**src/rtl/tcp_tx_arbiter.sv**
```systemverilog
// tcp_tx_arbiter: round-robin, frame-based sharing of the SiTCP TCP TX byte port.
// Each granted source owns the link until its frame ends; optional 2-byte header.
module tcp_tx_arbiter #(
    parameter int N_CH   = 4,
    parameter bit HEADER = 1'b1
) (
    input  logic              clk,
    input  logic              rst_n,
    input  logic              tcp_open,
    input  logic              tx_full,
    output logic              tx_wr,
    output logic [7:0]        tx_data,
    input  logic [N_CH-1:0]   req,
    input  logic [8*N_CH-1:0] len,
    input  logic [N_CH-1:0]   src_valid,
    input  logic [8*N_CH-1:0] src_data,
    output logic [N_CH-1:0]   src_ready,
    output logic [N_CH-1:0]   grant,
    output logic              busy,
    output logic              abort,
    output logic [15:0]       frame_cnt
);

    typedef enum logic [1:0] {
        IDLE,
        HDR0,
        HDR1,
        BODY
    } state_t;

    state_t            state_q, state_d;
    logic [2:0]        start_q, start_d;
    logic [2:0]        ch_q, ch_d;
    logic [7:0]        cnt_q, cnt_d;
    logic [7:0]        len_q, len_d;
    logic [N_CH-1:0]   grant_q, grant_d;
    logic              wr_q, wr_d;
    logic [7:0]        data_q, data_d;
    logic              abort_q, abort_d;
    logic [15:0]       frame_cnt_q, frame_cnt_d;

    logic [2*N_CH-1:0] req_dbl;
    logic [2*N_CH-1:0] req_rot;
    logic              win_vld;
    logic [2:0]        win_ch;
    logic [7:0]        win_len;
    logic [N_CH-1:0]   win_oh;
    logic [3:0]        sum;
    logic [2:0]        nxt_ch;
    logic              sel_hs;
    logic [7:0]        sel_data;

    // Rotate requests so bit 0 is the search start; first set bit wins.
    assign req_dbl = {req, req};
    assign req_rot = req_dbl >> start_q;

    always_comb begin
        win_vld = 1'b0;
        win_ch  = 3'd0;
        sum     = 4'd0;
        for (int i = 0; i < N_CH; i++) begin
            if (!win_vld && req_rot[i]) begin
                win_vld = 1'b1;
                sum     = {1'b0, start_q} + 4'(i);
                if (sum >= 4'(N_CH)) begin
                    sum = sum - 4'(N_CH);
                end
                win_ch = sum[2:0];
            end
        end
    end

    always_comb begin
        win_len  = 8'd0;
        win_oh   = '0;
        sel_data = 8'd0;
        for (int i = 0; i < N_CH; i++) begin
            if (win_ch == 3'(i)) begin
                win_len   = len[8*i +: 8];
                win_oh[i] = 1'b1;
            end
            if (ch_q == 3'(i)) begin
                sel_data = src_data[8*i +: 8];
            end
        end
    end

    assign nxt_ch = (ch_q == 3'(N_CH - 1)) ? 3'd0 : ch_q + 3'd1;

    assign src_ready = (state_q == BODY) ?
                       (grant_q & {N_CH{~tx_full}}) : '0;
    assign sel_hs    = |(src_valid & src_ready);

    always_comb begin
        state_d     = state_q;
        start_d     = start_q;
        ch_d        = ch_q;
        cnt_d       = cnt_q;
        len_d       = len_q;
        grant_d     = grant_q;
        wr_d        = 1'b0;
        data_d      = data_q;
        abort_d     = 1'b0;
        frame_cnt_d = frame_cnt_q;

        // Link loss wins over everything, including a final byte or tx_full.
        if (state_q != IDLE && !tcp_open) begin
            state_d = IDLE;
            grant_d = '0;
            abort_d = 1'b1;
            start_d = nxt_ch;
        end else begin
            unique case (state_q)
                IDLE: begin
                    if (tcp_open && win_vld) begin
                        grant_d = win_oh;
                        ch_d    = win_ch;
                        cnt_d   = win_len;
                        len_d   = win_len;
                        state_d = HEADER ? HDR0 : BODY;
                    end
                end
                HDR0: begin
                    if (!tx_full) begin
                        wr_d    = 1'b1;
                        data_d  = {5'b10100, ch_q};
                        state_d = HDR1;
                    end
                end
                HDR1: begin
                    if (!tx_full) begin
                        wr_d    = 1'b1;
                        data_d  = len_q;
                        state_d = BODY;
                    end
                end
                BODY: begin
                    if (sel_hs) begin
                        wr_d   = 1'b1;
                        data_d = sel_data;
                        if (cnt_q == 8'd0) begin
                            frame_cnt_d = frame_cnt_q + 16'd1;
                            start_d     = nxt_ch;
                            grant_d     = '0;
                            state_d     = IDLE;
                        end else begin
                            cnt_d = cnt_q - 8'd1;
                        end
                    end
                end
                default: begin
                    state_d = IDLE;
                end
            endcase
        end
    end

    always_ff @(posedge clk or negedge rst_n) begin
        if (!rst_n) begin
            state_q     <= IDLE;
            start_q     <= 3'd0;
            ch_q        <= 3'd0;
            cnt_q       <= 8'd0;
            len_q       <= 8'd0;
            grant_q     <= '0;
            wr_q        <= 1'b0;
            data_q      <= 8'd0;
            abort_q     <= 1'b0;
            frame_cnt_q <= 16'd0;
        end else begin
            state_q     <= state_d;
            start_q     <= start_d;
            ch_q        <= ch_d;
            cnt_q       <= cnt_d;
            len_q       <= len_d;
            grant_q     <= grant_d;
            wr_q        <= wr_d;
            data_q      <= data_d;
            abort_q     <= abort_d;
            frame_cnt_q <= frame_cnt_d;
        end
    end

    assign tx_wr     = wr_q;
    assign tx_data   = data_q;
    assign grant     = grant_q;
    assign busy      = (state_q != IDLE);
    assign abort     = abort_q;
    assign frame_cnt = frame_cnt_q;

endmodule

```
**config.mk**
```make
export PLATFORM = sky130hd
export DESIGN_NAME = tcp_tx_arbiter
export DESIGN_NICKNAME = d
export VERILOG_FILES = /design/src/rtl/tcp_tx_arbiter.sv
export SDC_FILE = /design/constraint.sdc
export NUM_CORES = 1
export LEC_CHECK = 0
export ABC_AREA = 1
export CORE_ASPECT_RATIO = 0.8
export CORE_MARGIN = 5
export CORE_UTILIZATION = 52
export CTS_CLUSTER_SIZE = 28
export DETAILED_ROUTE_END_ITERATION = 12
export PLACE_DENSITY_LB_ADDON = 0.12
export SETUP_SLACK_MARGIN = 0.1
export SYNTH_ARGS = -nofsm -noshare
export SYNTH_HDL_FRONTEND = slang
export SYNTH_SLANG_ARGS = --single-unit
```
**constraint.sdc**
```tcl
create_clock -name clk -period 5.45 [get_ports clk]
set_clock_uncertainty 0.05 [all_clocks]
set_input_delay 0.545 -clock clk [delete_from_list [all_inputs] [get_ports clk]]
set_output_delay 0.545 -clock clk [all_outputs]
set_load 0.005 [all_outputs]
```
[Word-level counts from Yosys, hierarchy flattened]
Cells that the tools add are included.
Cells by class
  $add $sub $neg: 10
  $mul: 0
  div/mod/pow operators: 0
  magnitude comparators: 4
  equal/unequal tests: 19
  shift-type cells: 1
  multiplexer cells: 55
  bitwise logic cells: 4
  reductions and logical operators: 29
Operator list (number)
  8-bit two-way mux: 14
  3-bit two-way mux: 13
  8-bit case mux with 3 select lines: 1
  4-bit two-way mux: 5
  16-bit by 1-bit adder with 16-bit output, second input constant: 1
  8-bit case mux with 2 select lines: 1
  5-bit AND reduction: 3
  3-bit by 2-bit equality test with 1-bit output, second input constant: 4
  4-bit by 3-bit >= comparator with 1-bit output, second input constant: 3
  1-bit two-way mux: 12
  2-bit two-way mux: 6
  3-bit subtractor, second input constant: 4
  2-bit inequality test, second input constant: 5
  2-bit nonzero test: 5
  3-bit inequality test, second input constant: 3
  3-bit by 2-bit adder with 4-bit output, second input constant: 2
  4-bit AND: 2
  8-bit logical NOT: 1
  2-bit case mux with 4 select lines: 1
  4-bit case mux with 2 select lines: 1
  4-bit AND reduction: 2
  8-bit by 3-bit >> shifter with 4-bit output: 1
  8-bit by 1-bit subtractor with 8-bit output, second input constant: 1
  3-bit by 1-bit equality test with 1-bit output, second input constant: 2
  other kinds (17): 29
Storage, ports and cells
  bits in registers: 54
  latch bits: 0
  RAM bits: 0
  memory bits (read-only): 0
  word-level logic and storage cells: 132
  memories kept: 0

[Longest topological paths before layout]
Gate-level depths: netlist of run 1.
  word-level depth: 18
  depth in mapped cells: 18
  mapped depth without buffers: 17

[Worst setup path after synthesis of run 1]
Ideal clock, no wire load.
  path kind: register to register
  start point: register state_q[1]
  end point: register frame_cnt_q[12] (netlist: frame_cnt[12])
  arrival time: 1.808 ns
  data required time: 5.275 ns
  setup slack: 3.467 ns
  stages on the path, launching flop included: 16
  path buffers: 0
  period minus slack after synthesis: 1.983 ns
  cell sequence: dfrtp_1 -> ha_1 -> inv_2 -> nor2_4 -> nand3_1 -> nand2_1 -> nor2_1 -> nor2_1 -> nand3_1 -> nor2_2 -> nand2_2 -> nor2_4 -> nand2_2 -> nor2_2 -> nand2_1 -> xnor2_1
On the way
  word-level cells in the longest chain between the ends: 5
  elaborated cells on any way between the ends: 8
  classes of those cells: 1 x eq/ne; 1 x mux; 2 x bitwise; 4 x reduce/logical
RTL lines
  start, declared: RTL line 31  | state_t state_q, state_d;
  start signal, assigned: RTL line 171  | state_q <= state_d;
  2-bit equality test: RTL line 90, 113
  4-bit two-way mux: RTL line 90  | assign src_ready = (state_q == BODY) ?
  4-bit AND: RTL line 92  | assign sel_hs = |(src_valid & src_ready);
  4-bit OR reduction: RTL line 92
  4-bit AND reduction (no line) (*)
  end signal, assigned: RTL line 180  | frame_cnt_q <= frame_cnt_d;
  end, declared: RTL line 40  | logic [15:0] frame_cnt_q, frame_cnt_d;
Mark *: on every way between the ends. The rest lies on a longest branch, timed or not.
A chain may end at the register's enable or synchronous reset.

[Final worst setup path of run 1]
  start point: register state_q[1]
  end point: output src_ready[2]
On the way
  word-level cells in the longest chain between the ends: 2
RTL lines
  2-bit equality test: RTL line 90
  4-bit two-way mux: RTL line 90
  end, declared: RTL line 17  | output logic [N_CH-1:0] src_ready,
No other way between the ends.

==> qor.yml, run 1 <==
clocking:
  htree_levels: 2
  cts_root_buffer: "clkbuf_8"
  cts_tree: "done"
  worst_skew_pair.late_latency_ns: 0.31
  cts_setup_buffers: 0
  cts_hold_buf: 0
  cts_num_sinks: 54
  cts-resized-gates: 0
  clk_pin_slew_ns: 0.09
  cts_buffers: 5
  clk_path_buf_depth: 2
sta:
  min_period_ns: 2.92
  slew_viol_final: 0
  slew_headroom: 0.494
  fmax_ghz: 0.342
  setup_viol: 0
  hold_viol: 0
  finalCritPeriodShare: 0.537
  rsz0062_at_grt: "no"
  fin_setup_tns_ns: 0
  tightest_slew_ns: 0.750
  timing.final.ws_setup_ns: 2.53
floorplanning:
  die_area_sq_um: 9230
  rows: 28
  die_w_um: 106
  ios: 111
  coreArea_sq_um: 7290
  initial_core_util: 0.528
  dieHeight_um: 87.0
power:
  peakVddDrop_uv: 238
  p_per_area_nw_per_um2: 502
  p_leak_nw: 2.42
worst_setup_path:
  cp.arrival_ns: 2.33
  r2r_end: "frame_cnt[12]"
  crit_type: "reg2out"
  path_buf_inv: 3
  worstPathRequired_ns: 4.86
  end_kind: "primary output"
  cp_max_fo: 23
  max_stage_delay_ns: 0.51
  r2r-start: "state_q[1]"
  critPathLaunchType: "register"
  ff2ff_path_depth: 15
  slowest_stage: "clkdlybuf4s50_1"
  cp_top_family: "buffers and inverters"
  rrSetupSlack_ns: 2.64
  cp_cell_sequence: "ha_1 -> inv_2 -> nor2_4 -> inv_1 -> nor2_1 -> clkdlybuf4s50_1"
synth:
  ys_async_sr_fraction: 1.00
  syn_inst: 509
  synth_top_flop_cell: "dfrtp_1"
  netlist_area_sq_um: 3850
  synth_top_area_frac: 0.351
  ys_seq_area_frac: 0.351
  synth.net_count: 597
  yosysUniqueCellTypes: 39
  yosys_warnings: 0
  synth-seq-cells: 54
  synth-edff-count: 0
  synth_top_area_cell: "dfrtp_1"
  avgSynthCellArea_sq_um: 7.56
  synth.area.top_cells: "dfrtp_1 35%, nand2_1 13%, nand3_1 6.8%"
finish:
  diodes: 0
  fin_area_sq_um: 5080
  drive_gt1_frac: 0.128
  syn2layout_area_growth_pct: 31.9
  nets: 702
  fill_cells: 606
grt:
  antenna_found_initial: 0
  grt_pass1_wl_um: 17000
  grt_pass1_vias: 3678
  gr-total-overflow: 0
  grt_max_degree: 55
  grtUsageTotal: 0.225
placement:
  place_hpwl_um: 8300
  port_buffers: 110
  place_area_sq_um: 4980
  pre_cts_slack_ns: 2.60
  gp_routability_congestion: 0.892
drt:
  wl_per_cell_um: 14.7
  drt_iter0_drc: 224
  firstDrtPassIters: 5
  avgViaCountPerCell: 5.32
  wl_um: 10400
  num_vias: 3754
  route.detailed.drc: 0
  detail-route-antenna-nets: 0
flow_run:
  cap_violations: 0
min_path:
  hold_path_class: "in2async"
status:
  status: "complete, no violations"
==> cell families (layout without fill, tap and decap cells) <==
kind of cell | after synthesis | in the layout | synth area share
mux | 7 | 7 | 0.0205
fa+ha+maj | 12 | 12 | 0.0390
compound gates | 71 | 71 | 0.107
flops | 54 | 54 | 0.351
simple gates | 279 | 279 | 0.370
xor+xnor | 14 | 14 | 0.0319
buf+inv | 72 | 178 | 0.0806
==> worst max path at each step <==
stage | startpoint | to | cells after the start
3_5_place_dp | req[0] | grant[3] | 11
3_3_place_gp | req[3] | grant[3] | 11
6_report | state_q[1] | src_ready[2] | 6
5_1_grt | state_q[1] | src_ready[0] | 6
2_1_floorplan | state_q[1] | frame_cnt[12] | 15
4_1_cts | state_q[1] | src_ready[2] | 6
==> report_power, final <==
part	total, mW	internal [mW]	switching [mW]	leakage (nW)
sequential	0.614	0.517	0.0963	0.707
combinational	1.70	0.619	1.08	1.66
clock	0.231	0.102	0.129	0.0472
==> cell usage in the layout (no fill, tap or decap), drive strengths merged <==
| cell type | instances |
|---|---|
| a211oi | 2 |
| a21oi | 19 |
| a31oi | 1 |
| buf | 2 |
| clkbuf | 6 |
| clkdlybuf4s50 | 109 |
| clkinv | 2 |
| clkinvlp | 1 |
| dfrtp | 54 |
| ha | 12 |
| inv | 58 |
| mux2 | 7 |
| nand2 | 146 |
| nand3 | 66 |
| nand3b | 1 |
| nand4 | 8 |
| nor2 | 50 |
| nor3 | 3 |
| nor4 | 2 |
| o211ai | 4 |
| o21a | 2 |
| o21ai | 33 |
| o221ai | 3 |
| o22ai | 4 |
| o32ai | 3 |
| or2 | 3 |
| xnor2 | 7 |
| xor2 | 7 |
==> sequential cells by signal, indices dropped and copies added (netlist names) <==
register,flops
frame_cnt,16
cnt_q,8
len_q,8
tx_data,8
grant,4
ch_q,3
start_q,3
state_q,2
abort,1
tx_wr,1
==> synth_stat cells, drive strengths merged, types with 4 or more instances <==
cell type,count
o211ai,4
nor2,50
dfrtp,54
o21ai,33
xor2,7
mux2,7
nand4,8
xnor2,7
a21oi,19
o22ai,4
nand2,146
inv,58
buf,7
clkbuf,6
ha,12
nand3,66
==> area by class of cell <==
class,instances,area (sq um),area share
Multi-Input combinational cell,383,2190,0.431
Clock buffer,6,82.6,0.0163
Tap cell,90,113,0.0222
Inverter,59,226,0.0446
Timing Repair Buffer,111,1100,0.217
Clock inverter,2,12.5,0.00246
Sequential cell,54,1350,0.266
==> routing by layer <==
metal	share of wire	global-route usage
met1	0.47	0.316
met2	0.44	0.366
met3	0.077	0.0400
met4	0.010	0.0471
met5	0	0
==> stage by stage <==
step | total power [mW] | instances | utilization | hold WS [ns]
6_report | 2.55 | 705 | 0.697 | 0.305
5_1_grt | 2.79 | 705 | 0.697 | 0.362
2_1_floorplan | 1.91 | 509 | - | 0.199
3_3_place_gp | 2.25 | 697 | 0.684 | 0.421
3_5_place_dp | 2.31 | 697 | 0.684 | 0.418
4_1_cts | 2.54 | 705 | 0.697 | 0.325
Power figures use the tool's default switching activity.
==> run 2, diff against run 1 <==
--- a/config.mk
+++ b/config.mk
@@ -8,7 +8,7 @@
 export ABC_AREA = 1
 export CORE_ASPECT_RATIO = 0.8
 export CORE_MARGIN = 5
-export CORE_UTILIZATION = 52
+export CORE_UTILIZATION = 49
 export CTS_CLUSTER_SIZE = 28
 export DETAILED_ROUTE_END_ITERATION = 12
 export PLACE_DENSITY_LB_ADDON = 0.12
==> constraint.sdc (replaced) <==
create_clock -name clk -period 2.9 [get_ports clk]
set_clock_uncertainty 0.05 [all_clocks]
set_input_delay 0.29 -clock clk [delete_from_list [all_inputs] [get_ports clk]]
set_output_delay 0.29 -clock clk [all_outputs]
set_load 0.005 [all_outputs]
==> qor.yml, run 2 (synthesized netlist as in run 1, its figures left out) <==
clocking:
  htree_levels: 2
  cts_buffers: 5
  clk_path_buf_depth: 2
  cts_tree: "done"
  clk_pin_slew_ns: 0.11
  cts_num_sinks: 54
  cts_root_buffer: "clkbuf_8"
  worst_skew_pair.late_latency_ns: 0.32
finish:
  mostFrequentLayoutCells: "129 x nand2_1, 109 x clkdlybuf4s50_1, 54 x dfrtp_1"
  drive_gt1_frac: 0.134
  fill_cells: 658
  final_util: 0.682
  diodes: 0
  fin_area_sq_um: 5140
  nets: 707
  final_common_cell: "nand2_1"
  multiInputGateArea_sq_um: 2190
  layout.area.seq_sq_um: 1350
  syn2layout_area_growth_pct: 33.5
  largest_reg_flops: 16
power:
  p_per_area_nw_per_um2: 941
  power_mw: 4.83
  p_leak_nw: 2.44
  peakVddDrop_uv: 687
worst_setup_path:
  ff2ff_path_depth: 12
  end_kind: "register"
  rrSetupSlack_ns: 0.52
  slowest_stage: "dfrtp_1"
  critPathLaunchType: "register"
  crit_type: "reg2reg"
  max_stage_delay_ns: 0.41
  cp_max_fo: 15
  r2r-start: "state_q[1]"
  r2r_end: "cnt_q[0]"
  worstPathRequired_ns: 3.05
  cp.arrival_ns: 2.53
  cp_cell_sequence: "ha_1 -> inv_2 -> nor2_4 -> nand3_1 -> nand2_1 -> nor2_1 -> inv_1 -> o21ai_1 -> a211oi_1 -> nand2_2 -> a21oi_1 -> a21oi_2"
floorplanning:
  ios: 111
  coreArea_sq_um: 7530
  die_area_sq_um: 9740
  initial_core_util: 0.511
  die_w_um: 109
  dieHeight_um: 89.3
  rows: 28
drt:
  detail-route-antenna-nets: 0
  num_vias: 3786
  avgViaCountPerCell: 5.22
  wl_um: 10600
  firstDrtPassIters: 6
  drt_iter0_drc: 202
  route.detailed.drc: 0
  wl_per_cell_um: 14.7
sta:
  rsz0062_at_grt: "no"
  setup_viol: 0
  min_period_ns: 2.38
  finalCritPeriodShare: 0.821
  fin_setup_tns_ns: 0
  slew_viol_final: 0
  tightest_slew_ns: 0.706
  slew_headroom: 0.524
  fmax_ghz: 0.420
  hold_viol: 0
grt:
  grt_pass1_vias: 3737
  gr-total-overflow: 0
  grt_max_degree: 30
  antenna_found_initial: 0
  grt_pass1_wl_um: 17200
  grtUsageTotal: 0.223
status:
  status: "complete, no violations"
placement:
  gp_routability_congestion: 0.939
  place_hpwl_um: 8670
  port_buffers: 110
  place_area_sq_um: 5030
flow_run:
  cap_violations: 0
min_path:
  hold_path_class: "in2async"
-- run 2: how the worst max path moves through the flow --
stage                     from            end  slack [ns]  cells after the start
CTS                 state_q[1]       cnt_q[0]        0.51                     12
global route        start_q[0]       len_q[3]        0.25                     13
floorplan           state_q[1]  frame_cnt[12]        0.92                     15
global placement       tx_full  frame_cnt[12]        0.42                     14
finish              state_q[1]       cnt_q[0]        0.52                     12
detailed placement     tx_full       cnt_q[0]        0.37                     11
-- run 2: through the flow --
step	std cells	worst slack (ns)	hold slack, ns
floorplan	509	0.917	-0.0556
global placement	716	0.425	0.266
detailed placement	716	0.366	0.264
CTS	725	0.512	0.446
global route	725	0.250	0.472
finish	725	0.518	0.442
-- run 2: area by class of cell --
class / instances / area share
inverter: 59 / 0.0441
timing repair buffer: 116 / 0.223
tap: 105 / 0.0256
multi-input combinational: 383 / 0.426
sequential: 54 / 0.263
clock inverter: 3 / 0.00560
clock buffer: 5 / 0.0134
-- run 2: critical path, delay by kind of cell (launching register included) --
kind | cells | cell delay [ns]
AOI/OAI and AO/OA | 4 | 0.74
adders and majority gates | 1 | 0.21
buffers and inverters | 2 | 0.17
DFF | 1 | 0.41
and+or+nand+nor | 5 | 0.68
-- run 2: power breakdown --
part	total [mW]	switching (mW)	internal (mW)
clock network	0.448	0.269	0.179
registers	1.15	0.181	0.972
logic	3.23	2.04	1.19
-- run 2: timing repair --
item / 4_1_cts / 5_1_grt
hold endpoints to repair: 25 / 0
hold buffers: 1 / 0
buffers inserted: 0 / 0
gates resized for setup: 0 / 0
-- run 2: metal layers --
metal,routed length [um],share of wire,track usage
met1,5120,0.48,0.311
met2,4700,0.44,0.362
met3,717,0.067,0.0477
met4,103,0.0097,0.0424
met5,0,0,0
